File: config.mk
export PLATFORM = sky130hd
export DESIGN_NAME = ls_port_arbiter
export DESIGN_NICKNAME = d
export VERILOG_FILES = /design/src/rtl/ls_port_arbiter.sv
export SDC_FILE = /design/constraint.sdc
export NUM_CORES = 1
export LEC_CHECK = 0
export CAP_MARGIN = 20
export CORE_UTILIZATION = 44
export DETAILED_ROUTE_END_ITERATION = 16
export GPL_TIMING_DRIVEN = 0
export PLACE_DENSITY_LB_ADDON = 0.12
export SYNTH_ARGS = -nofsm -noshare
export SYNTH_HDL_FRONTEND = slang
export SYNTH_SLANG_ARGS = --single-unit
File: constraint.sdc
create_clock -name clk -period 3.7 [get_ports clk]
set_clock_uncertainty 0.15 [all_clocks]
set_input_delay 0.74 -clock clk [delete_from_list [all_inputs] [get_ports clk]]
set_output_delay 0.74 -clock clk [all_outputs]
set_load 0.01 [all_outputs]
File: src/rtl/ls_port_arbiter.sv
// Local-store port arbiter: DMA > LSU > IF with an IF starvation guard.
// Ports: *_req/_we/_addr in, *_gnt/_done out, ls_en/ls_we/ls_addr/ls_owner out.
module ls_port_arbiter #(
  parameter int ADDR_W     = 11,
  parameter int LAT        = 2,
  parameter int STARVE_MAX = 8
) (
  input  logic              clk,
  input  logic              reset,
  input  logic              dma_req,
  input  logic              dma_we,
  input  logic [ADDR_W-1:0] dma_addr,
  output logic              dma_gnt,
  output logic              dma_done,
  input  logic              lsu_req,
  input  logic              lsu_we,
  input  logic [ADDR_W-1:0] lsu_addr,
  output logic              lsu_gnt,
  output logic              lsu_done,
  input  logic              if_req,
  input  logic [ADDR_W-1:0] if_addr,
  output logic              if_gnt,
  output logic              if_done,
  output logic              ls_en,
  output logic              ls_we,
  output logic [ADDR_W-1:0] ls_addr,
  output logic [1:0]        ls_owner
);

  localparam int CNT_W = 4;
  localparam int SC_W  = 8;

  localparam logic [1:0] OWN_NONE = 2'd0;
  localparam logic [1:0] OWN_DMA  = 2'd1;
  localparam logic [1:0] OWN_LSU  = 2'd2;
  localparam logic [1:0] OWN_IF   = 2'd3;

  typedef enum logic {
    IDLE,
    BUSY
  } state_e;

  state_e            state_q, state_d;
  logic [CNT_W-1:0]  cnt_q, cnt_d;
  logic [SC_W-1:0]   starve_q, starve_d;
  logic [2:0]        gnt_q, gnt_d;
  logic [2:0]        done_q, done_d;
  logic              en_q, en_d;
  logic              we_q, we_d;
  logic [ADDR_W-1:0] addr_q, addr_d;
  logic [1:0]        owner_q, owner_d;
  logic [1:0]        win;
  logic              force_if;

  // Owner code to {dma, lsu, if} strobe vector.
  function automatic logic [2:0] sel(
    input logic [1:0] o
  );
    return {o == OWN_DMA, o == OWN_LSU, o == OWN_IF};
  endfunction

  assign force_if = if_req &&
    (starve_q == SC_W'(STARVE_MAX));

  always_comb begin
    win = OWN_NONE;
    priority case (1'b1)
      force_if: win = OWN_IF;
      dma_req:  win = OWN_DMA;
      lsu_req:  win = OWN_LSU;
      if_req:   win = OWN_IF;
      default:  win = OWN_NONE;
    endcase
  end

  always_comb begin
    state_d  = state_q;
    cnt_d    = cnt_q;
    starve_d = starve_q;
    gnt_d    = 3'b000;
    done_d   = 3'b000;
    en_d     = 1'b0;
    we_d     = 1'b0;
    addr_d   = addr_q;
    owner_d  = owner_q;
    unique case (state_q)
      IDLE: begin
        addr_d  = '0;
        owner_d = OWN_NONE;
        if (!if_req || win == OWN_IF) begin
          starve_d = '0;
        end else if (!force_if) begin
          starve_d = starve_q + 1'b1;
        end
        if (win != OWN_NONE) begin
          gnt_d   = sel(win);
          en_d    = 1'b1;
          owner_d = win;
          cnt_d   = CNT_W'(LAT);
          state_d = BUSY;
          unique case (win)
            OWN_DMA: begin
              we_d   = dma_we;
              addr_d = dma_addr;
            end
            OWN_LSU: begin
              we_d   = lsu_we;
              addr_d = lsu_addr;
            end
            default: begin
              we_d   = 1'b0;
              addr_d = if_addr;
            end
          endcase
        end
      end
      BUSY: begin
        cnt_d = cnt_q - 1'b1;
        if (cnt_q == CNT_W'(1)) begin
          done_d  = sel(owner_q);
          owner_d = OWN_NONE;
          addr_d  = '0;
          cnt_d   = '0;
          state_d = IDLE;
        end
      end
      default: state_d = IDLE;
    endcase
  end

  always_ff @(posedge clk) begin
    if (reset) begin
      state_q  <= IDLE;
      cnt_q    <= '0;
      starve_q <= '0;
      gnt_q    <= '0;
      done_q   <= '0;
      en_q     <= 1'b0;
      we_q     <= 1'b0;
      addr_q   <= '0;
      owner_q  <= OWN_NONE;
    end else begin
      state_q  <= state_d;
      cnt_q    <= cnt_d;
      starve_q <= starve_d;
      gnt_q    <= gnt_d;
      done_q   <= done_d;
      en_q     <= en_d;
      we_q     <= we_d;
      addr_q   <= addr_d;
      owner_q  <= owner_d;
    end
  end

  assign dma_gnt  = gnt_q[2];
  assign lsu_gnt  = gnt_q[1];
  assign if_gnt   = gnt_q[0];
  assign dma_done = done_q[2];
  assign lsu_done = done_q[1];
  assign if_done  = done_q[0];
  assign ls_en    = en_q;
  assign ls_we    = we_q;
  assign ls_addr  = addr_q;
  assign ls_owner = owner_q;

endmodule

---- Word level (Yosys, flattened, before mapping) ----
Index checks and enable logic that the tools add are counted.
word-level totals
  register bits ........................... 34
  output and inout port bits .............. 21
  logic and storage cells ................. 53
cells by class
  add/subtract/negate cells ............... 2
  equal/unequal tests ..................... 11
  muxes and demuxes ....................... 20
  bitwise operators ....................... 3
  reductions and logical operators ........ 8
operator list
  kind                   count
  $pmux W11 S2           2
  $mux W11               2
  $mux W8                2
  $mux W2                6
  $add A8 B1 Y8 const B  1
  $eq A2 B2 Y1 const B   4
  $eq A8 B4 Y1 const B   1
  $mux W4                2
  $pmux W4 S2            1
  $reduce_or A3 Y1       2
  $eq A2 B1 Y1 const B   2
  $eq A4 B1 Y1 const B   1
  $ne A2 B1 Y1 const B   2
  $pmux W1 S2            2
  $pmux W2 S2            1
  $sub A4 B1 Y4 const B  1
  $not A1 Y1             3
  $mux W1                2
  $ne A2 B2 Y1 const B   1
  $reduce_and A2 Y1      1
  $reduce_bool A2 Y1     1
  $reduce_or A2 Y1       1
  $logic_and A1 B1 Y1    1
  $logic_not A1 Y1       1
  $logic_or A1 B1 Y1     1

---- Longest topological paths before layout ----
  word-level depth ........................ 8
  gate-level depth with buffers ........... 10

---- Least setup slack after synthesis ----
OpenSTA, ideal clock, no wires.
  path type ............................... in2reg
  start ................................... input if_req
  end ..................................... register starve_q[6]
  data arrival time ....................... 2715 ps
  required time ........................... 3476 ps
  setup slack ............................. 761 ps
  stages .................................. 7
  path buffers ............................ 0
  path through ............................ nor4bb_1 -> a221oi_1 -> inv_1 -> ha_1 -> or3b_4 -> or4_1 -> a31oi_1
between the ends
  word-level cells in the longest chain between the ends .. 8
ends and longest elaborated chain
  item                         RTL line  text
  start, declared              20        input logic if_req,
  $mux W2 (4 in a row)         67        priority case (1'b1)
  $eq A2 B2 Y1                 90        if (!if_req || win == OWN_IF) begin
  $logic_or A1 B1 Y1           90
  $ne A2 B1 Y1 (no line)       --
  $reduce_and A2 Y1 (no line)  --
  end signal, assigned         145       starve_q <= starve_d;
  end, declared                45        logic [SC_W-1:0] starve_q, starve_d;
Parallel ways exist; a longest one is shown, timed or not.
A chain may end at the register's enable or synchronous reset.

---- Worst setup path in the final report ----
Ends and elaborated chain as after synthesis.

==> flow_summary.toml <==
[cells_and_area]
finalInstanceArea_um2 = 2400
final_cell_mix = "clkdlybuf4s50_1 (59), dfxtp_1 (34), nand2_1 (18)"
drive_above_1_share_pct = 4.37
mostFrequentLayoutCell = "clkdlybuf4s50_1"
final_core_util_pct = 69.7
fillers = 293
layout.cells.non_filler = 298
antenna_cells = 0
syn_to_final_growth_pct = 46.1
nNetsFinal = 299

[global_route]
grt_pass1_vias = 1544
overflow = 0
grt_pass1_wl_mm = 7.24
antenna_found_initial = 0
grt_max_degree = 12
track_usage_pct = 23.3

[floorplan]
num_rows = 21
coreArea_um2 = 3440
initial_core_util_pct = 47.7
die_h_um = 63.1
io_pins = 61
die_x_um = 63.1
dieArea_um2 = 3980

[min_path]
min_path_type = "reg2reg"

[route]
postRouteAntennaNets = 0
wire_per_inst_um = 14.4
wl_mm = 4.31
dr.pass1.iters = 4
vias_per_cell = 5.48
route.detailed.drc = 0
drt_iter0_drc = 91
vias = 1633

[power]
total_power_mw = 0.914
ir_worst_vdd_v = 0.000219
p_leak_nw = 0.884
powerDensity_nw_per_um2 = 381

[timing]
worst_slew_pin_slew_ns = 0.666
hold_violations = 0
setup_viol = 0
rsz0062_at_grt = "no"
timing.hold.ws_ns = 0.331
finalSetupTns_ns = 0
slew_viol_final = 0
finalWorstSetupSlack_ns = 0.240
max_slew_margin_pct = 55.0
fmax_ghz = 0.289
fin_crit_ns = 3.46
post-route-period-util_pct = 93.5

[placed_design]
dp_cells = 290
place.gp.congestion = 0.850
dp_slack_ns = -0.0885
dp_hpwl_mm = 3.19
placed_cell_area_um2 = 2290
io_buffers = 59

[yosys]
synthFlopType = "dfxtp_1"
synth_area_um2 = 1640
synthCells = 185
synth_enable_flop_cells = 0
ys_async_sr_fraction_pct = 0
syn-num-nets = 233
synth_seq_area_share_pct = 41.5
synth_top_area_share_pct = 41.5
synth.area.top_cells = "dfxtp_1 (41%), a22o_1 (6.4%), ha_1 (6.1%)"
synth_cell_types = 40
synth.avg_cell_area_um2 = 8.87
ys_ff_latch = 34
yosysTopAreaCell = "dfxtp_1"
yosysWarningCount = 0

[clock_network]
hold_buffers = 0
cts_tree = "yes"
cts_root_buf = "clkbuf_8"
cts.repair.resized = 0
clock_sinks = 34
post-cts-setup-buffers = 0
clk_pin_slew_ns = 0.07
numCtsBuffers = 5
htree_levels = 2
clkLatencyLatePin_ns = 0.28
clockBufferDepth = 2

[setup_path]
critPathKind = "in2reg"
cp_max_fo = 7
startpoint_type = "input port"
endpoint_kind = "register"
arrival_ns = 3.52
cp.required_ns = 3.76

[status]
status = "finished, final reports clean"

[run]
cap_violations = 0
per-layer routing:
| metal | global-route usage [%] | vias to the layer above | wire [um] |
|---|---|---|---|
| met5 | 0 | - | 0 |
| met4 | 8.72 | 0 | 59 |
| met3 | 5.80 | 5 | 167 |
| met2 | 37.8 | 34 | 2050 |
| met1 | 29.5 | 771 | 2030 |
| li1 | - | 823 | - |
logic make-up (layout without fill, tap and decap cells):
group           Yosys count  after routing  share of synthesized area, %
compound gates           64             64                          26.8
fa+ha+maj                 8              8                          6.10
buf+inv                  19             86                          4.42
flops                    34             34                          41.5
simple gates             60             60                          21.3
path summary, 6_finish.rpt:
path	cells past startpoint	slack (ns)	start	endpoint
max	8	0.24	if_req	starve_q[6]
min	1	0.33	ls_addr[2]	ls_addr[2]
max reg2reg	9	0.54	starve_q[0]	starve_q[6]
min reg2reg	1	0.33	ls_addr[2]	ls_addr[2]
critical path, cell delays in order:
cell and delay, ns:
clkdlybuf4s50_1 0.49, nor4bb_1 0.21, a221oi_1 0.54, inv_1 0.15, ha_1 0.27, or3b_4 0.45
or4_1 0.51, a31oi_1 0.16
final cells by class:
cell class                 count  area [um2]  share of cell area (%)
tap                           46        57.6                    2.40
clock inverter                 3        40.0                    1.67
buffer                        11        42.5                    1.77
inverter                       8        30.0                    1.25
multi-input combinational    132         888                    37.0
clock buffer                   5        68.8                    2.87
sequential                    34         681                    28.4
timing repair buffer          59         591                    24.6
flip-flops by register name (all words and copies together), names as in the netlist:
name / cells
done_q: 3
ls_owner: 2
gnt_q: 3
ls_en: 1
ls_we: 1
starve_q: 8
ls_addr: 11
state_q: 1
cnt_q: 4
cell usage after synthesis, types with 4 or more instances:
cell,instances
a22oi_1,12
nand2_1,18
nor2_1,5
a22o_1,12
clkbuf_1,9
o211ai_1,4
dfxtp_1,34
o21ai_0,15
nand3_1,4
nor3b_1,4
ha_1,8
a31oi_1,5
inv_1,8
or4_1,5
a21oi_1,6
report_power, final:
part	internal (mW)	switching [mW]
logic	0.0987	0.0847
registers	0.386	0.0136
clock network	0.198	0.134
total	0.682	0.232
(Power assumes the default switching activity.)
